## src/rtl/console_pkg.sv

```systemverilog
// Shared constants for the text console write path: grid defaults, control codes,
// arbiter states and cursor operation codes.
package console_pkg;

    localparam int          DEF_COLS      = 80;
    localparam int          DEF_ROWS      = 30;
    localparam logic [8:0]  DEF_BLANK_CHR = 9'h020;

    localparam logic [8:0]  CC_LF = 9'h00A;
    localparam logic [8:0]  CC_CR = 9'h00D;
    localparam logic [8:0]  CC_BS = 9'h008;
    localparam logic [8:0]  CC_FF = 9'h00C;

    typedef enum logic {
        ST_IDLE  = 1'b0,
        ST_CLEAR = 1'b1
    } arb_state_e;

    localparam logic [2:0]  OP_NONE    = 3'd0;
    localparam logic [2:0]  OP_ADV     = 3'd1;
    localparam logic [2:0]  OP_NEWLINE = 3'd2;
    localparam logic [2:0]  OP_CR      = 3'd3;
    localparam logic [2:0]  OP_BS      = 3'd4;
    localparam logic [2:0]  OP_HOME    = 3'd5;

endpackage

```

## src/rtl/console_cursor.sv

```systemverilog
// Stream cursor on a COLS x ROWS grid; x wraps into a y advance, y wraps to the top
// (no scrolling).
module console_cursor
    import console_pkg::*;
#(
    parameter int COLS = DEF_COLS,
    parameter int ROWS = DEF_ROWS
) (
    input  logic       clk_sys,
    input  logic       reset,
    input  logic [2:0] op_i,
    output logic [6:0] x_o,
    output logic [5:0] y_o
);

    localparam logic [6:0] X_LAST = 7'(COLS - 1);
    localparam logic [5:0] Y_LAST = 6'(ROWS - 1);

    logic [6:0] x_q, x_d;
    logic [5:0] y_q, y_d;
    logic [5:0] y_inc;

    assign y_inc = (y_q == Y_LAST) ? 6'd0 : y_q + 6'd1;

    always_comb begin
        x_d = x_q;
        y_d = y_q;
        case (op_i)
            OP_ADV: begin
                if (x_q == X_LAST) begin
                    x_d = 7'd0;
                    y_d = y_inc;
                end else begin
                    x_d = x_q + 7'd1;
                end
            end
            OP_NEWLINE: begin
                x_d = 7'd0;
                y_d = y_inc;
            end
            OP_CR: x_d = 7'd0;
            OP_BS: begin
                if (x_q != 7'd0) begin
                    x_d = x_q - 7'd1;
                end
            end
            OP_HOME: begin
                x_d = 7'd0;
                y_d = 6'd0;
            end
            default: ;
        endcase
    end

    always_ff @(posedge clk_sys) begin
        if (reset) begin
            x_q <= 7'd0;
            y_q <= 6'd0;
        end else begin
            x_q <= x_d;
            y_q <= y_d;
        end
    end

    assign x_o = x_q;
    assign y_o = y_q;

endmodule

```

## src/rtl/console_write_arbiter.sv

```systemverilog
// Shares the console character write port between the core OUT stream and the debug
// overlay writer, interprets stream control codes and runs the full-screen clear.
module console_write_arbiter
    import console_pkg::*;
#(
    parameter int         COLS      = DEF_COLS,
    parameter int         ROWS      = DEF_ROWS,
    parameter logic [8:0] BLANK_CHR = DEF_BLANK_CHR
) (
    input  logic       clk_sys,
    input  logic       reset,
    input  logic       stream_valid,
    input  logic [8:0] stream_chr,
    output logic       stream_ready,
    input  logic       dbg_valid,
    input  logic [6:0] dbg_x,
    input  logic [5:0] dbg_y,
    input  logic [8:0] dbg_chr,
    output logic       dbg_ready,
    input  logic       clear_req,
    output logic       busy,
    output logic [6:0] cursor_x,
    output logic [5:0] cursor_y,
    output logic [6:0] char_x,
    output logic [5:0] char_y,
    output logic [8:0] char_chr,
    output logic       char_str
);

    localparam logic [11:0] CLR_LAST = 12'(COLS * ROWS - 1);
    localparam logic [6:0]  X_LAST   = 7'(COLS - 1);
    localparam logic [6:0]  COLS_W   = 7'(COLS);
    localparam logic [5:0]  ROWS_W   = 6'(ROWS);

    arb_state_e  state_q, state_d;
    logic        favor_dbg_q, favor_dbg_d;
    logic [11:0] clr_cnt_q, clr_cnt_d;
    logic [6:0]  clr_x_q, clr_x_d;
    logic [5:0]  clr_y_q, clr_y_d;
    logic [6:0]  char_x_q, char_x_d;
    logic [5:0]  char_y_q, char_y_d;
    logic [8:0]  char_chr_q, char_chr_d;
    logic        char_str_q, char_str_d;
    logic [2:0]  cur_op;
    logic        grant_stream;
    logic        grant_dbg;

    console_cursor #(
        .COLS (COLS),
        .ROWS (ROWS)
    ) u_cursor (
        .clk_sys (clk_sys),
        .reset   (reset),
        .op_i    (cur_op),
        .x_o     (cursor_x),
        .y_o     (cursor_y)
    );

    always_comb begin
        state_d      = state_q;
        favor_dbg_d  = favor_dbg_q;
        clr_cnt_d    = clr_cnt_q;
        clr_x_d      = clr_x_q;
        clr_y_d      = clr_y_q;
        char_x_d     = char_x_q;
        char_y_d     = char_y_q;
        char_chr_d   = char_chr_q;
        char_str_d   = 1'b0;
        cur_op       = OP_NONE;
        stream_ready = 1'b0;
        dbg_ready    = 1'b0;
        // Round-robin: with both valid, the one not granted last time wins.
        grant_stream = stream_valid && (!dbg_valid || !favor_dbg_q);
        grant_dbg    = dbg_valid && !grant_stream;

        case (state_q)
            ST_IDLE: begin
                if (clear_req) begin
                    state_d = ST_CLEAR;
                end else if (grant_stream) begin
                    stream_ready = 1'b1;
                    favor_dbg_d  = 1'b1;
                    case (stream_chr)
                        CC_LF: cur_op = OP_NEWLINE;
                        CC_CR: cur_op = OP_CR;
                        CC_FF: state_d = ST_CLEAR;
                        CC_BS: begin
                            if (cursor_x != 7'd0) begin
                                cur_op     = OP_BS;
                                char_x_d   = cursor_x - 7'd1;
                                char_y_d   = cursor_y;
                                char_chr_d = BLANK_CHR;
                                char_str_d = 1'b1;
                            end
                        end
                        default: begin
                            cur_op     = OP_ADV;
                            char_x_d   = cursor_x;
                            char_y_d   = cursor_y;
                            char_chr_d = stream_chr;
                            char_str_d = 1'b1;
                        end
                    endcase
                end else if (grant_dbg) begin
                    dbg_ready   = 1'b1;
                    favor_dbg_d = 1'b0;
                    // Off-grid debug writes complete the handshake but never reach the RAM.
                    if (dbg_x < COLS_W && dbg_y < ROWS_W) begin
                        char_x_d   = dbg_x;
                        char_y_d   = dbg_y;
                        char_chr_d = dbg_chr;
                        char_str_d = 1'b1;
                    end
                end
            end
            ST_CLEAR: begin
                char_x_d   = clr_x_q;
                char_y_d   = clr_y_q;
                char_chr_d = BLANK_CHR;
                char_str_d = 1'b1;
                if (clr_cnt_q == CLR_LAST) begin
                    state_d   = ST_IDLE;
                    clr_cnt_d = 12'd0;
                    clr_x_d   = 7'd0;
                    clr_y_d   = 6'd0;
                    cur_op    = OP_HOME;
                end else begin
                    clr_cnt_d = clr_cnt_q + 12'd1;
                    if (clr_x_q == X_LAST) begin
                        clr_x_d = 7'd0;
                        clr_y_d = clr_y_q + 6'd1;
                    end else begin
                        clr_x_d = clr_x_q + 7'd1;
                    end
                end
            end
            default: state_d = ST_IDLE;
        endcase
    end

    always_ff @(posedge clk_sys) begin
        if (reset) begin
            state_q     <= ST_IDLE;
            favor_dbg_q <= 1'b0;
            clr_cnt_q   <= 12'd0;
            clr_x_q     <= 7'd0;
            clr_y_q     <= 6'd0;
            char_x_q    <= 7'd0;
            char_y_q    <= 6'd0;
            char_chr_q  <= 9'd0;
            char_str_q  <= 1'b0;
        end else begin
            state_q     <= state_d;
            favor_dbg_q <= favor_dbg_d;
            clr_cnt_q   <= clr_cnt_d;
            clr_x_q     <= clr_x_d;
            clr_y_q     <= clr_y_d;
            char_x_q    <= char_x_d;
            char_y_q    <= char_y_d;
            char_chr_q  <= char_chr_d;
            char_str_q  <= char_str_d;
        end
    end

    assign busy     = (state_q == ST_CLEAR);
    assign char_x   = char_x_q;
    assign char_y   = char_y_q;
    assign char_chr = char_chr_q;
    assign char_str = char_str_q;

endmodule

```

## config.mk

```make
export PLATFORM = sky130hd
export DESIGN_NAME = console_write_arbiter
export DESIGN_NICKNAME = d
export VERILOG_FILES = /design/src/rtl/console_pkg.sv /design/src/rtl/console_cursor.sv /design/src/rtl/console_write_arbiter.sv
export SDC_FILE = /design/constraint.sdc
export NUM_CORES = 1
export LEC_CHECK = 0
export ABC_CLOCK_PERIOD_IN_PS = 4260
export CAP_MARGIN = 20
export CORE_ASPECT_RATIO = 0.7
export CORE_MARGIN = 2
export CORE_UTILIZATION = 52
export CTS_CLUSTER_SIZE = 8
export DETAILED_ROUTE_END_ITERATION = 7
export PLACE_DENSITY = 0.89
export SYNTH_ARGS = -nofsm -noshare
export SYNTH_HDL_FRONTEND = slang
export SYNTH_HIERARCHICAL = 1
export SYNTH_SLANG_ARGS = --single-unit
```

## constraint.sdc

```tcl
create_clock -name clk_sys -period 4.26 [get_ports clk_sys]
set_clock_uncertainty 0.15 [all_clocks]
set_input_delay 0.426 -clock clk_sys [delete_from_list [all_inputs] [get_ports clk_sys]]
set_output_delay 0.426 -clock clk_sys [all_outputs]
set_load 0.05 [all_outputs]
```

==> results.json <==
{
  "status": "finished clean",
  "dieArea_um2": 8020,
  "vias": 3891,
  "clock.fmax_mhz": 302,
  "wl_per_cell_um": 17.1,
  "drt_wl_total_um": 10900,
  "stdcell_count": 637,
  "post_cts_resize_count": 0,
  "synthCells": 468,
  "maxSlewHeadroom_pct": 47.8,
  "gr-usage-all-layers_pct": 27.4,
  "ir_worst_vdd_mv": 0.187,
  "cp-end-kind": "register",
  "crit_path_start_kind": "input pin",
  "clkSlewWorstSetupHoldPaths_ps": 70,
  "ys_seq_elements": 63,
  "dieHeight_um": 75.5,
  "clkSinkCount": 63,
  "leakage_nw": 1.79,
  "crit_type": "in -> reg",
  "grt_max_degree": 48,
  "htree_num_levels": 3,
  "setup_viol": 0,
  "mostFrequentLayoutCells": "clkdlybuf4s50_1 (74), dfxtp_1 (63), nand2_1 (55), nor2_1 (55), o21ai_0 (32)",
  "fin_crit_sh_pct": 77.6,
  "coreArea_um2": 7190,
  "syn2layout_area_growth_pct": 25.8,
  "synth_ff_type": "dfxtp_1",
  "p_per_area_nw_per_um2": 303,
  "dieWidth_um": 106,
  "first_pass_iters": 5,
  "cap_violations": 0,
  "placed_cells": 621,
  "final_layout_size_suffix_gt1_share_pct": 7.98,
  "clock_path_buffers": 2,
  "crit_arrival_ps": 3430,
  "seq_area_frac_synth_pct": 33.2,
  "cts_tree": "yes",
  "synth_nets": 513,
  "root_buffer": "clkbuf_8",
  "cpPeakStageDelay_ps": 650,
  "required_ps": 4380,
  "synth_edf_count": 0,
  "routabilityCongestion": 0.913,
  "cpMostUsedCell": "or3_1",
  "synthesis.area_um2": 3800,
  "final_common_cell": "clkdlybuf4s50_1",
  "post-dp-hpwl_um": 7970,
  "final_nets": 580,
  "min_period_ps": 3310,
  "holdCritPathClass": "reg -> reg",
  "path_max_fanout": 16,
  "diodes": 0,
  "post-route-util_pct": 66.4,
  "num_rows": 26,
  "synth_top_area_cell": "dfxtp_1",
  "numPortBuffers": 74,
  "drc": 0,
  "grt_antenna_before_repair": 0,
  "path_cells": "clkdlybuf4s50_1 -> or4_1 -> or3_1 -> o21ai_0 -> buf_4 -> and2_2 -> a32o_1 -> a41oi_4 -> or3_1 -> a21oi_1",
  "grt_pass1_wl_um": 17000,
  "cts_setup_buffers": 0,
  "ys_async_sr_fraction_pct": 0,
  "start_util_pct": 52.8,
  "ys_top_cells_by_area": "dfxtp_1 (33%), nand2_1 (5.4%), nor2_1 (5.4%)",
  "crit_slowest_cell": "or4_1",
  "drv_slew": 0,
  "ys_types": 72,
  "drt_iter0_drc": 318,
  "cts_made_buffers": 9,
  "clock_latency_ps": 350,
  "grt_pass1_vias": 3475,
  "overflow": 0,
  "postCtsHoldBufs": 0,
  "io_pins": 75,
  "hold_viol": 0,
  "ant_nets": 0,
  "synth_top_area_share_pct": 33.2,
  "fill_cells": 565,
  "max_slew.worst_pin.slew_ps": 780,
  "viasPerCell": 6.11,
  "avgSynthCellArea_um2": 8.12,
  "rsz0062_at_grt": "no",
  "setup_tns_ps": 0,
  "yosysWarnings": 6
}
[area by class of cell]
| cell class | instances | area, um2 | share of cell area, % |
|---|---|---|---|
| Clock buffer | 12 | 155 | 3.25 |
| Clock inverter | 3 | 42.5 | 0.891 |
| Inverter | 14 | 52.6 | 1.10 |
| Multi-Input combinational cell | 366 | 2350 | 49.2 |
| Sequential cell | 63 | 1260 | 26.4 |
| Tap cell | 98 | 123 | 2.57 |
| Timing Repair Buffer | 81 | 791 | 16.6 |
[where the power goes]
part	internal (mW)	total, mW	switching [mW]
sequential	0.610	0.628	0.0177
clock	0.298	0.529	0.231
combinational	0.113	0.291	0.179
[cells in the mapped netlist, types with 2 or more instances]
cell / n
clkbuf_4: 2
a211o_1: 2
and3_1: 8
xnor2_1: 8
a41o_1: 2
clkbuf_1: 14
or3_2: 2
nand3_1: 8
or2_2: 2
a41oi_1: 6
a32o_1: 2
a22oi_1: 4
o32ai_1: 2
buf_6: 3
o31ai_1: 6
a22o_1: 10
nand4_1: 11
mux2i_1: 9
a31oi_1: 3
nand2b_1: 4
nand2_1: 55
nor3b_1: 3
nor4_1: 3
nor3_1: 7
a311oi_1: 10
o21ai_0: 32
buf_2: 2
xor2_1: 19
o211ai_1: 2
ha_1: 9
buf_1: 3
a21oi_1: 30
inv_1: 13
or4b_2: 2
nor2b_1: 4
nor2_1: 55
a32oi_1: 2
dfxtp_1: 63
or3_1: 8
nand3b_1: 3
a21boi_0: 2
and2_2: 2
o2bb2ai_1: 2
[through the flow]
step / power [mW] / area [um2] / hold slack [ps] / setup slack (ps)
floorplan: 0.822 / 3800 / 301 / 330
global placement: 0.919 / 4570 / 313 / 713
detailed placement: 0.926 / 4570 / 318 / 635
CTS: 1.45 / 4770 / 332 / 968
global route: 1.50 / 4780 / 366 / 763
finish: 1.45 / 4780 / 334 / 953
[registers in the layout, summed over array words and instances, names as in the netlist]
register	flops
u_cursor/x_o	7
clr_y_q	6
clr_cnt_q	12
busy	1
char_y	6
clr_x_q	7
char_str	1
favor_dbg_q	1
char_chr	9
char_x	7
u_cursor/y_o	6
[per-layer routing]
metal / vias to the layer above / track usage (%) / part of all wire, %
li1: 1848 / - / -
met2: 209 / 42.4 / 42
met1: 1799 / 36.3 / 46
met5: - / 0 / 0
met4: 0 / 11.3 / 2.8
met3: 35 / 8.38 / 9.7
[worst paths after layout]
kind / slack, ps / cells after the start / end / start
setup / recovery: 950 / 10 / u_cursor/y_o[5] / stream_chr[1]
hold / removal: 330 / 1 / char_y[4] / char_y[4]
setup reg to reg: 980 / 9 / u_cursor/y_o[5] / clr_cnt_q[5]
hold reg to reg: 330 / 1 / char_y[4] / char_y[4]
[critical path, delay by kind of cell]
kind / cells / cell delay, ps
buf+inv: 2 / 750
compound gates: 4 / 620
simple gates: 4 / 1630
[kinds of logic (layout without fill, tap and decap cells)]
kind of cell | count (synthesis) | count (layout) | share of synthesized area, %
AND/OR/NAND/NOR | 187 | 187 | 24.9
AO/OA/AOI/OAI | 134 | 134 | 25.4
flip-flops | 63 | 63 | 33.2
buffers and inverters | 39 | 110 | 4.97
XOR/XNOR | 27 | 27 | 6.23
adder cells (fa/ha/maj) | 9 | 9 | 2.96
multiplexers | 9 | 9 | 2.37
(Power assumes the default switching activity.)
